--- src/rtl/arbiter.sv ---
// Round-robin arbiter granting one requester at a time for up to BURST accepted selects.
// Optional feature macro ARBITER_LOCK_EN adds input lck, which holds a grant past the BURST limit.
module arbiter #(
    parameter int ARGC  = 2,
    parameter int BURST = 4
) (
    input  logic                    clk,
    input  logic                    rst,
    input  logic [ARGC-1:0]         req_stb,
    output logic                    sel_stb,
    output logic [$clog2(ARGC)-1:0] sel_dat,
    input  logic                    sel_rdy,
`ifdef ARBITER_LOCK_EN
    input  logic                    lck,
`endif
    output logic                    busy
);

    localparam int IW = $clog2(ARGC);
    localparam int BW = (BURST > 1) ? $clog2(BURST) : 1;
    localparam logic [IW-1:0] LAST_IDX  = IW'(ARGC - 1);
    localparam logic [BW-1:0] LAST_BEAT = BW'(BURST - 1);

    typedef enum logic {
        ST_IDLE,
        ST_GRANT
    } state_t;

    state_t        r_state;
    state_t        w_state_nxt;
    logic [IW-1:0] r_ptr;
    logic [IW-1:0] w_ptr_nxt;
    logic [IW-1:0] r_sel_dat;
    logic [IW-1:0] w_sel_dat_nxt;
    logic [BW-1:0] r_beats;
    logic [BW-1:0] w_beats_nxt;
    logic          r_sel_stb;
    logic          w_sel_stb_nxt;
    logic          r_busy;
    logic          r_armed;

    logic            w_accept;
    logic            w_cur_req;
    logic            w_lock;
    logic            w_continue;
    logic            w_release;
    logic [IW-1:0]   w_rel_ptr;
    logic [ARGC-1:0] w_rel_mask;
    logic            w_idle_found;
    logic [IW-1:0]   w_idle_win;
    logic            w_rel_found;
    logic [IW-1:0]   w_rel_win;

    // First requesting index at or above start, else the lowest requesting index overall.
    function automatic logic [IW:0] rr_pick(input logic [ARGC-1:0] req, input logic [IW-1:0] start);
        logic          found;
        logic [IW-1:0] win;
        found = 1'b0;
        win   = '0;
        for (int i = ARGC - 1; i >= 0; i--) begin
            if (req[i]) begin
                found = 1'b1;
                win   = IW'(i);
            end
        end
        for (int i = ARGC - 1; i >= 0; i--) begin
            if (req[i] && (i >= int'(start))) begin
                win = IW'(i);
            end
        end
        return {found, win};
    endfunction

`ifdef ARBITER_LOCK_EN
    assign w_lock = lck;
`else
    assign w_lock = 1'b0;
`endif

    assign w_accept   = r_sel_stb & sel_rdy;
    assign w_cur_req  = req_stb[r_sel_dat];
    assign w_continue = w_accept & w_cur_req & ((r_beats != LAST_BEAT) | w_lock);
    assign w_release  = (r_state == ST_GRANT) & ~w_continue & (w_accept | ~w_cur_req);

    // The releasing requester sits out only the re-arbitration of its own release cycle.
    assign w_rel_ptr  = (r_sel_dat == LAST_IDX) ? '0 : r_sel_dat + IW'(1);
    assign w_rel_mask = req_stb & ~(ARGC'(1) << r_sel_dat);

    assign {w_idle_found, w_idle_win} = rr_pick(req_stb, r_ptr);
    assign {w_rel_found, w_rel_win}   = rr_pick(w_rel_mask, w_rel_ptr);

    always_comb begin
        // NOTE: every signal gets a default before any branch so no path leaves it unassigned (no latch).
        w_state_nxt   = r_state;
        w_ptr_nxt     = r_ptr;
        w_sel_dat_nxt = r_sel_dat;
        w_beats_nxt   = r_beats;
        w_sel_stb_nxt = r_sel_stb;

        case (r_state)
            ST_IDLE: begin
                w_sel_stb_nxt = 1'b0;
                if (r_armed && w_idle_found) begin
                    w_state_nxt   = ST_GRANT;
                    w_sel_stb_nxt = 1'b1;
                    w_sel_dat_nxt = w_idle_win;
                    w_beats_nxt   = '0;
                end
            end
            ST_GRANT: begin
                if (w_continue) begin
                    if (r_beats != LAST_BEAT) begin
                        w_beats_nxt = r_beats + BW'(1);
                    end
                end else if (w_release) begin
                    w_ptr_nxt = w_rel_ptr;
                    if (w_rel_found) begin
                        w_sel_dat_nxt = w_rel_win;
                        w_beats_nxt   = '0;
                        w_sel_stb_nxt = 1'b1;
                    end else begin
                        w_state_nxt   = ST_IDLE;
                        w_sel_stb_nxt = 1'b0;
                    end
                end
            end
            default: begin
                w_state_nxt   = ST_IDLE;
                w_sel_stb_nxt = 1'b0;
            end
        endcase
    end

    // r_armed keeps the first edge after reset release from issuing a select.
    always_ff @(posedge clk or negedge rst) begin
        // NOTE: sequential state uses non-blocking assignments so all registers update together at the edge.
        if (!rst) begin
            r_state   <= ST_IDLE;
            r_ptr     <= '0;
            r_sel_dat <= '0;
            r_beats   <= '0;
            r_sel_stb <= 1'b0;
            r_busy    <= 1'b0;
            r_armed   <= 1'b0;
        end else begin
            r_state   <= w_state_nxt;
            r_ptr     <= w_ptr_nxt;
            r_sel_dat <= w_sel_dat_nxt;
            r_beats   <= w_beats_nxt;
            r_sel_stb <= w_sel_stb_nxt;
            r_busy    <= (w_state_nxt == ST_GRANT);
            r_armed   <= 1'b1;
        end
    end

    assign sel_stb = r_sel_stb;
    assign sel_dat = r_sel_dat;
    assign busy    = r_busy;

endmodule

--- config.mk ---
export PLATFORM = sky130hd
export DESIGN_NAME = arbiter
export DESIGN_NICKNAME = d
export VERILOG_FILES = /design/src/rtl/arbiter.sv
export SDC_FILE = /design/constraint.sdc
export NUM_CORES = 1
export LEC_CHECK = 0
export BUFFER_PORTS_ARGS = -buffer_cell sky130_fd_sc_hd__buf_2
export CAP_MARGIN = 0
export CORE_AREA = 2 2 39 41
export CTS_CLUSTER_SIZE = 24
export DETAILED_ROUTE_END_ITERATION = 8
export DIE_AREA = 0 0 41 43
export PLACE_DENSITY_LB_ADDON = 0.2
export SLEW_MARGIN = 20
export SYNTH_ARGS = -nofsm -noshare
export SYNTH_HDL_FRONTEND = slang
export SYNTH_SLANG_ARGS = --single-unit
--- constraint.sdc ---
create_clock -name clk -period 1.83 [get_ports clk]
set_clock_uncertainty 0.1 [all_clocks]
set_input_delay 0.366 -clock clk [delete_from_list [all_inputs] [get_ports clk]]
set_output_delay 0.366 -clock clk [all_outputs]
set_load 0.03 [all_outputs]
==> impl_metrics.tcl, run 1 <==
set metrics [dict create \
    status "finished, final reports clean" \
    clk_latency_ns 0.25 \
    core_um2 1380 \
    hold_viol 0 \
    met1_length_um 427 \
    wire_per_inst_um 12.5 \
    p_leak_nw 0.243 \
    top_layer "met4" \
    cellPowerDensity_nw_per_um2 1530 \
    post_cts_resized 0 \
    period_share_pct 86.5 \
    hold_path.class "in2async" \
    grt_usage_pct 13.4 \
    drv_slew 0 \
    layout_common_cells "dfrtp_1 (7), buf_2 (7)" \
    syn_to_final_growth_pct 17.7 \
    layout-drive-gt1-share_pct 25.5 \
    path_class "reg2reg" \
    final_core_util_pct 37.9 \
    die_area_um2 1760 \
    drc 0 \
    dp_cells 66 \
    met3_length_um 39 \
    rsz0062_at_grt "false" \
    synth_edf_count 0 \
    overflow 0 \
    io_buffers 7 \
    grt_max_degree 10 \
    synth.ff_latch_count 7 \
    netlist_area_um2 445 \
    yosys_warnings 0 \
    cp-start-kind "flip-flop" \
    drt_pre_antenna_iters 4 \
    vias_per_cell 5.48 \
    rows 14 \
    antennaDiodeCount 0 \
    start_util_pct 32.2 \
    critPathCaptureType "flip-flop" \
    antenna_found_initial 0 \
    cp_max_fo 9 \
    wl_um 886 \
    layout_setup_ws_ns 0.248 \
    fin_total_pwr_mw 0.803 \
    synth_area_leaders "dfrtp_1 (39%), a31oi_4 (4.8%), a31oi_1 (4.2%), o2111ai_1 (3.9%), a21oi_1 (3.4%)" \
    numCtsBuffers 3 \
    syn_nets 51 \
    cap_violations 0 \
    setup_violations 0 \
    die_x_um 41 \
    synth_cell_types 28 \
    postCtsSetupRepairBufs 0 \
    fin_crit_ns 1.58 \
    drt_iter0_markers 13 \
    place.gp.congestion 0.729 \
    crit_required_ns 1.87 \
    layout.cells.non_filler 71 \
    ant_nets 0 \
    nFillCells 156 \
    syn_inst 45 \
    clk_path_buf_depth 2 \
    die_h_um 43 \
    async_reset_ff_share_pct 100 \
    synth.largest_area_cell "dfrtp_1" \
    tritoncts "yes" \
    place_worst_setup_slack_ns 0.259 \
    finalSetupTns_ns 0 \
    h-tree-depth 1 \
    yosys.area.top_type_share_pct 39.3 \
    nets 62 \
    ioPinCount 8 \
    synth.avg_cell_area_um2 9.90 \
    worst_ep_arrival_time_ns 1.62 \
    hpwl_um 679 \
    seq_area_frac_synth_pct 39.3 \
    ys.flop_type "dfrtp_1" \
    cts.sinks 7 \
    vias 389 \
    cts_root_buf "clkbuf_4" \
    peakVddDrop_uv 607 \
    grt_first_pass_wirelength_um 1560 \
    grt_pass1_vias 382 \
    max_freq_ghz 0.632 \
    dr_wl_met2_um 394 \
    clk_pin_slew_worst_paths_ns 0.05 \
]
-- cells in the mapped netlist, types with 2 or more instances --
library cell and number:
dfrtp_1 7, a21oi_1 3, a31oi_1 3, inv_1 3, nand2_1 3, nor2b_1 2, o2111ai_1 2, o21ai_0 2
-- cells by family after synthesis --
logic type,synth area share (%)
other,0.842
AOI/OAI and AO/OA,26.7
adders and majority gates,5.06
DFF,39.3
buffers and inverters,5.34
and+or+nand+nor,14.0
muxes,8.71
-- final cells by class --
class	instances	area [um^2]	area share, %
sequential	7	175	33.4
multi-input combinational	33	246	47.0
inverter	3	11.3	2.15
timing repair buffer	8	45.0	8.59
clock buffer	4	26.3	5.01
tap	16	20.0	3.82
-- critical path, stage by stage (launching register included) --
cell     delay [ns]
dfrtp_1        0.50
mux2i_2        0.38
a31oi_4        0.09
nand2_2        0.11
mux2_4         0.29
-- state kept, by name (all words and copies together) (netlist names) --
register,cells
sel_stb,1
busy,1
r_armed,1
r_ptr,1
sel_dat,1
r_beats,2
-- timing repair --
action,in CTS,in global routing
setup endpoints to repair,0,0
endpoints found under the hold margin,7,0
hold buffers,1,0
-- report_power, final --
group	internal (mW)	leakage [nW]	total, mW	switching [mW]
logic	0.149	0.142	0.352	0.202
clock network	0.0834	0.0150	0.143	0.0593
registers	0.214	0.0863	0.309	0.0949
total	0.447	0.243	0.803	0.356
-- path summary, 6_finish.rpt --
path                       depth (start not counted)  slack (ns)    endpoint        from
setup / recovery                                   4        0.25     sel_stb     sel_dat
hold / removal                                     2        0.37     sel_stb         rst
setup reg to reg                                   4        0.25     sel_stb     sel_dat
hold reg to reg                                    2        0.41       r_ptr       r_ptr
max in group asynchronous                          2        1.10  r_beats[1]         rst
min in group clk                                   3        0.40     sel_dat  req_stb[0]
-- metal layers --
metal,global-route usage (%),up-vias
met5,0,-
met4,10.0,0
met3,2.09,3
met2,19.1,9
met1,17.2,187
li1,-,190
-- stage by stage --
stage | instance area [um^2] | hold slack [ns]
6_report | 524 | 0.369
5_1_grt | 524 | 0.388
3_5_place_dp | 488 | 0.112
2_1_floorplan | 445 | -0.0296
4_1_cts | 524 | 0.369
3_3_place_gp | 488 | 0.114
Note: power is estimated with default switching activity, not from simulation.
==> run 2: changes to the inputs <==
- GPL_TIMING_DRIVEN: unset -> 0
==> run 2 against run 1 <==
Compared with the run above:
- fmax grew 1.8%
- utilization grew 0.90 points
- worst hold slack gained 0.0089 ns
- global-route usage shrank 0.76 points
- register-to-register slack gained 0.03 ns
- setup slack gained 0.027 ns
- sequential power shrank 15%
- cell count grew 2.8%
- largest power group unchanged
==> impl_metrics.tcl, run 2 (synthesis gave the netlist of run 1 again) <==
set metrics [dict create \
    clk_pin_slew_worst_paths_ns 0.05 \
    grt_max_degree 9 \
    vias_per_cell 5.25 \
    antennaDiodeCount 0 \
    finalSetupTns_ns 0 \
    layout_common_cells "dfrtp_1 (7), buf_2 (7)" \
    cp_max_fo 4 \
    layout.cells.non_filler 73 \
    max_freq_ghz 0.643 \
    p_leak_nw 0.252 \
    die_area_um2 1760 \
    grt_first_pass_wirelength_um 1480 \
    ant_nets 0 \
    cellPowerDensity_nw_per_um2 1530 \
    cp_slowest_cell "dfrtp_1" \
    drc 0 \
    overflow 0 \
    grt_pass1_vias 344 \
    core_um2 1380 \
    layout-drive-gt1-share_pct 28.1 \
    setup_violations 0 \
    hold_viol 0 \
    critPathCaptureType "flip-flop" \
    die_x_um 41 \
    cp-start-kind "flip-flop" \
    peakVddDrop_uv 698 \
    period_share_pct 85.0 \
    wire_per_inst_um 10.8 \
    tritoncts "yes" \
    numCtsBuffers 3 \
    grt_usage_pct 12.6 \
    clk_path_buf_depth 2 \
    wl_um 792 \
    clk_latency_ns 0.24 \
    drt_iter0_markers 6 \
    critPathTopFamily "adder cells" \
    drt_pre_antenna_iters 4 \
    antenna_found_initial 0 \
    rsz0062_at_grt "false" \
    io_buffers 7 \
    vias 383 \
    regMostFlops "r_beats" \
    cp.buffers_inverters 0 \
    syn_to_final_growth_pct 20.5 \
    met1_usage_pct 19.8 \
    crit_required_ns 1.85 \
    place.gp.congestion 0.676 \
    path_class "reg2reg" \
    fin_total_pwr_mw 0.819 \
    post_cts_resized 0 \
    met3_usage_pct 3.14 \
    busiest_layer "met1" \
    cts_root_buf "clkbuf_4" \
    h-tree-depth 1 \
    fin_crit_ns 1.55 \
    hold_path.class "in2async" \
    largest_reg_flops 2 \
    nets 64 \
    use_met2_pct 14.7 \
    cp_cell_sequence "ha_1 -> maj3_1 -> o2111ai_1 -> nand2_1" \
    dp_cells 68 \
    cts.sinks 7 \
    rows 14 \
    status "finished, final reports clean" \
    hpwl_um 631 \
    worst_ep_arrival_time_ns 1.58 \
    max_stage_delay_ns 0.40 \
    cap_violations 0 \
    die_h_um 43 \
    ioPinCount 8 \
    start_util_pct 32.2 \
    drv_slew 0 \
]
run 2: changes by cell type in the layout (fill, tap and decap cells not counted), sizes merged:
| cell | before | now |
|---|---|---|
| clkbuf | 4 | 5 |
| buf | 7 | 8 |
run 2: metrics by stage:
| stage | utilization, % | hold WS, ns | setup WS (ns) | instance area (um^2) |
|---|---|---|---|---|
| global route | 38.8 | 0.380 | 0.170 | 537 |
| finish | 38.8 | 0.378 | 0.275 | 537 |
| global placement | 36.2 | 0.104 | 0.269 | 500 |
| detailed placement | 36.2 | 0.103 | 0.281 | 500 |
| CTS | 38.8 | 0.367 | 0.276 | 537 |
| floorplan | - | -0.0296 | 0.154 | 445 |
run 2: worst register-to-register path, cell delays in order (launching register included):
cell and delay, ns:
dfrtp_1 0.40, ha_1 0.27, maj3_1 0.39, o2111ai_1 0.19, nand2_1 0.08
run 2: power by group:
group	internal, mW	leakage, nW	switching [mW]
Sequential	0.215	0.0863	0.0488
Clock	0.0828	0.0150	0.0507
Combinational	0.172	0.151	0.250
run 2: final timing paths:
kind | start | end | slack, ns | depth (start not counted)
max in group asynchronous | rst | sel_dat | 1.11 | 2
max | r_beats[0] | r_beats[0] | 0.28 | 4
min in group clk | req_stb[0] | sel_dat | 0.41 | 3
min | rst | sel_stb | 0.38 | 2
max reg2reg | r_beats[0] | r_beats[0] | 0.28 | 4
min reg2reg | r_ptr | r_ptr | 0.42 | 2
run 2: per-layer routing:
metal	share of wire [%]	wire length, um
met3	5.2	41
met1	51	405
met2	42	330
met5	0	0
met4	1.8	14
run 2: layout make-up:
class | instances | area, um^2
multi-input cells | 33 | 246
fillers | 150 | 847
inverters | 3 | 11.3
flip-flops and latches | 7 | 175
well taps | 16 | 20.0
plain buffers | 2 | 12.5
clock buffers | 4 | 26.3
repair buffers | 8 | 45.0
run 2: what timing repair did:
item	4_1_cts	5_1_grt
buffers inserted	0	0
hold endpoints to repair	7	0
hold buffers	1	0
==> run 3: changes to the inputs <==
- clock period: 1.83 -> 1.4 ns (I/O delays scaled with it)
==> run 3 against run 2 <==
Compared with the run above:
- the flow now finishes with violations (negative setup slack)
- sequential share of layout area fell by 4.5 points
- worst hold slack got worse by 0.095 ns
- register-to-register slack got worse by 0.32 ns
- critical path depth did not move
- final area rose by 17%
==> impl_metrics.tcl, run 3 (synthesis gave the netlist of run 1 again) <==
set metrics [dict create \
    status "complete, but fails checks" \
    violations "negative setup slack" \
    crit_required_ns 1.43 \
    hpwl_um 694 \
    vias_per_cell 5.08 \
    wire_per_inst_um 12.0 \
    place.gp.congestion 0.690 \
    cp-start-kind "flip-flop" \
    setup_violations 2 \
    cp_max_fo 3 \
    cts_root_buf "clkbuf_4" \
    max_stage_delay_ns 0.43 \
    numCtsBuffers 3 \
    cap_violations 0 \
    die_h_um 43 \
    largest_reg_flops 2 \
    nets 70 \
    critPathCaptureType "flip-flop" \
    period_share_pct 103 \
    critPathTopFamily "multiplexers" \
    max_freq_ghz 0.691 \
    die_area_um2 1760 \
    cp.buffers_inverters 0 \
    cellPowerDensity_nw_per_um2 1990 \
    antenna_found_initial 0 \
    overflow 0 \
    grt_max_degree 9 \
    nFillCells 138 \
    layout-drive-gt1-share_pct 47.6 \
    p_leak_nw 0.282 \
    clk_latency_ns 0.24 \
    grt_usage_pct 13.8 \
    drv_slew 0 \
    start_util_pct 32.2 \
    hold_path.class "in2async" \
    wl_um 947 \
    ant_nets 0 \
    antennaDiodeCount 0 \
    layout_common_cells "buf_4 (8), dfrtp_1 (6), buf_2 (6)" \
    clk_path_buf_depth 2 \
    place_worst_setup_slack_ns -0.146 \
    layout_setup_ws_ns -0.0469 \
    drt_iter0_markers 10 \
    cp_cell_sequence "mux2i_4 -> a31oi_4 -> nand2_2 -> mux2_4" \
    fin_total_pwr_mw 1.24 \
    io_buffers 7 \
    vias 401 \
    tritoncts "yes" \
    clk_pin_slew_worst_paths_ns 0.05 \
    ioPinCount 8 \
    cp_slowest_cell "dfrtp_2" \
    core_um2 1380 \
    drc 0 \
    syn_to_final_growth_pct 40.7 \
    path_class "reg2reg" \
    hold_viol 0 \
    fin_crit_ns 1.45 \
    worst_ep_arrival_time_ns 1.48 \
    rsz0062_at_grt "true" \
    rows 14 \
    h-tree-depth 1 \
    regMostFlops "r_beats" \
    peakVddDrop_uv 984 \
    drt_pre_antenna_iters 4 \
    final_common_cell "buf_4" \
    finalSetupTns_ns -0.0582 \
    ff_latch_area_um2 176 \
    cts.sinks 7 \
    die_x_um 41 \
    grt_pass1_vias 389 \
    multi_input_area_um2 288 \
    grt_first_pass_wirelength_um 1610 \
]
## run 3: area by class of cell
cell class	count	share of cell area [%]
clock buffer	4	4.19
buffer	1	0.798
tap	16	3.19
inverter	3	1.80
sequential	7	28.1
multi-input combinational	33	45.9
timing repair buffer	15	16.0
## run 3: routing by layer
metal	GRT usage (%)	vias to the layer above	wire, um
met5	0	-	0
met4	8.00	0	12
met3	3.14	2	30
met2	18.4	7	459
met1	19.7	190	445
li1	-	202	-
## run 3: path summary, 6_finish.rpt
kind / cells after the start / slack (ns) / end / from
hold / removal: 2 / 0.28 / r_beats[0] / rst
hold reg to reg: 2 / 0.40 / r_ptr / r_ptr
min in group clk: 3 / 0.36 / sel_dat / req_stb[0]
setup reg to reg: 4 / -0.05 / sel_stb / sel_dat
setup / recovery: 4 / -0.05 / sel_stb / sel_dat
max in group asynchronous: 2 / 0.75 / sel_dat / rst
## run 3: worst register-to-register path: cells and delay by family (launching register included)
family          cells  cell delay [ns]
mux                 2             0.51
flops               1             0.43
compound gates      1             0.21
simple gates        1             0.09
## run 3: report_power, final
| part | leakage, nW | internal (mW) | total [mW] | switching (mW) |
|---|---|---|---|---|
| Combinational | 0.182 | 0.329 | 0.707 | 0.378 |
| Sequential | 0.0853 | 0.284 | 0.363 | 0.0792 |
| Clock | 0.0150 | 0.108 | 0.175 | 0.0667 |
## run 3: per-stage QoR
stage | instance area [um^2] | hold slack (ns) | instances | util (%)
floorplan | 463 | -0.116 | 45 | -
global placement | 518 | 0.0181 | 68 | 37.4
detailed placement | 518 | 0.0139 | 68 | 37.4
CTS | 583 | 0.281 | 76 | 42.1
global route | 627 | 0.293 | 79 | 45.3
finish | 627 | 0.283 | 79 | 45.3
## run 3: what timing repair did
item / 4_1_cts / 5_1_grt
endpoints found under the setup margin: 5 / 6
pin swaps: 4 / 6
setup buffers: 4 / 3
hold buffers: 1 / 0
endpoints found under the hold margin: 7 / 0
resized for setup: 2 / 8
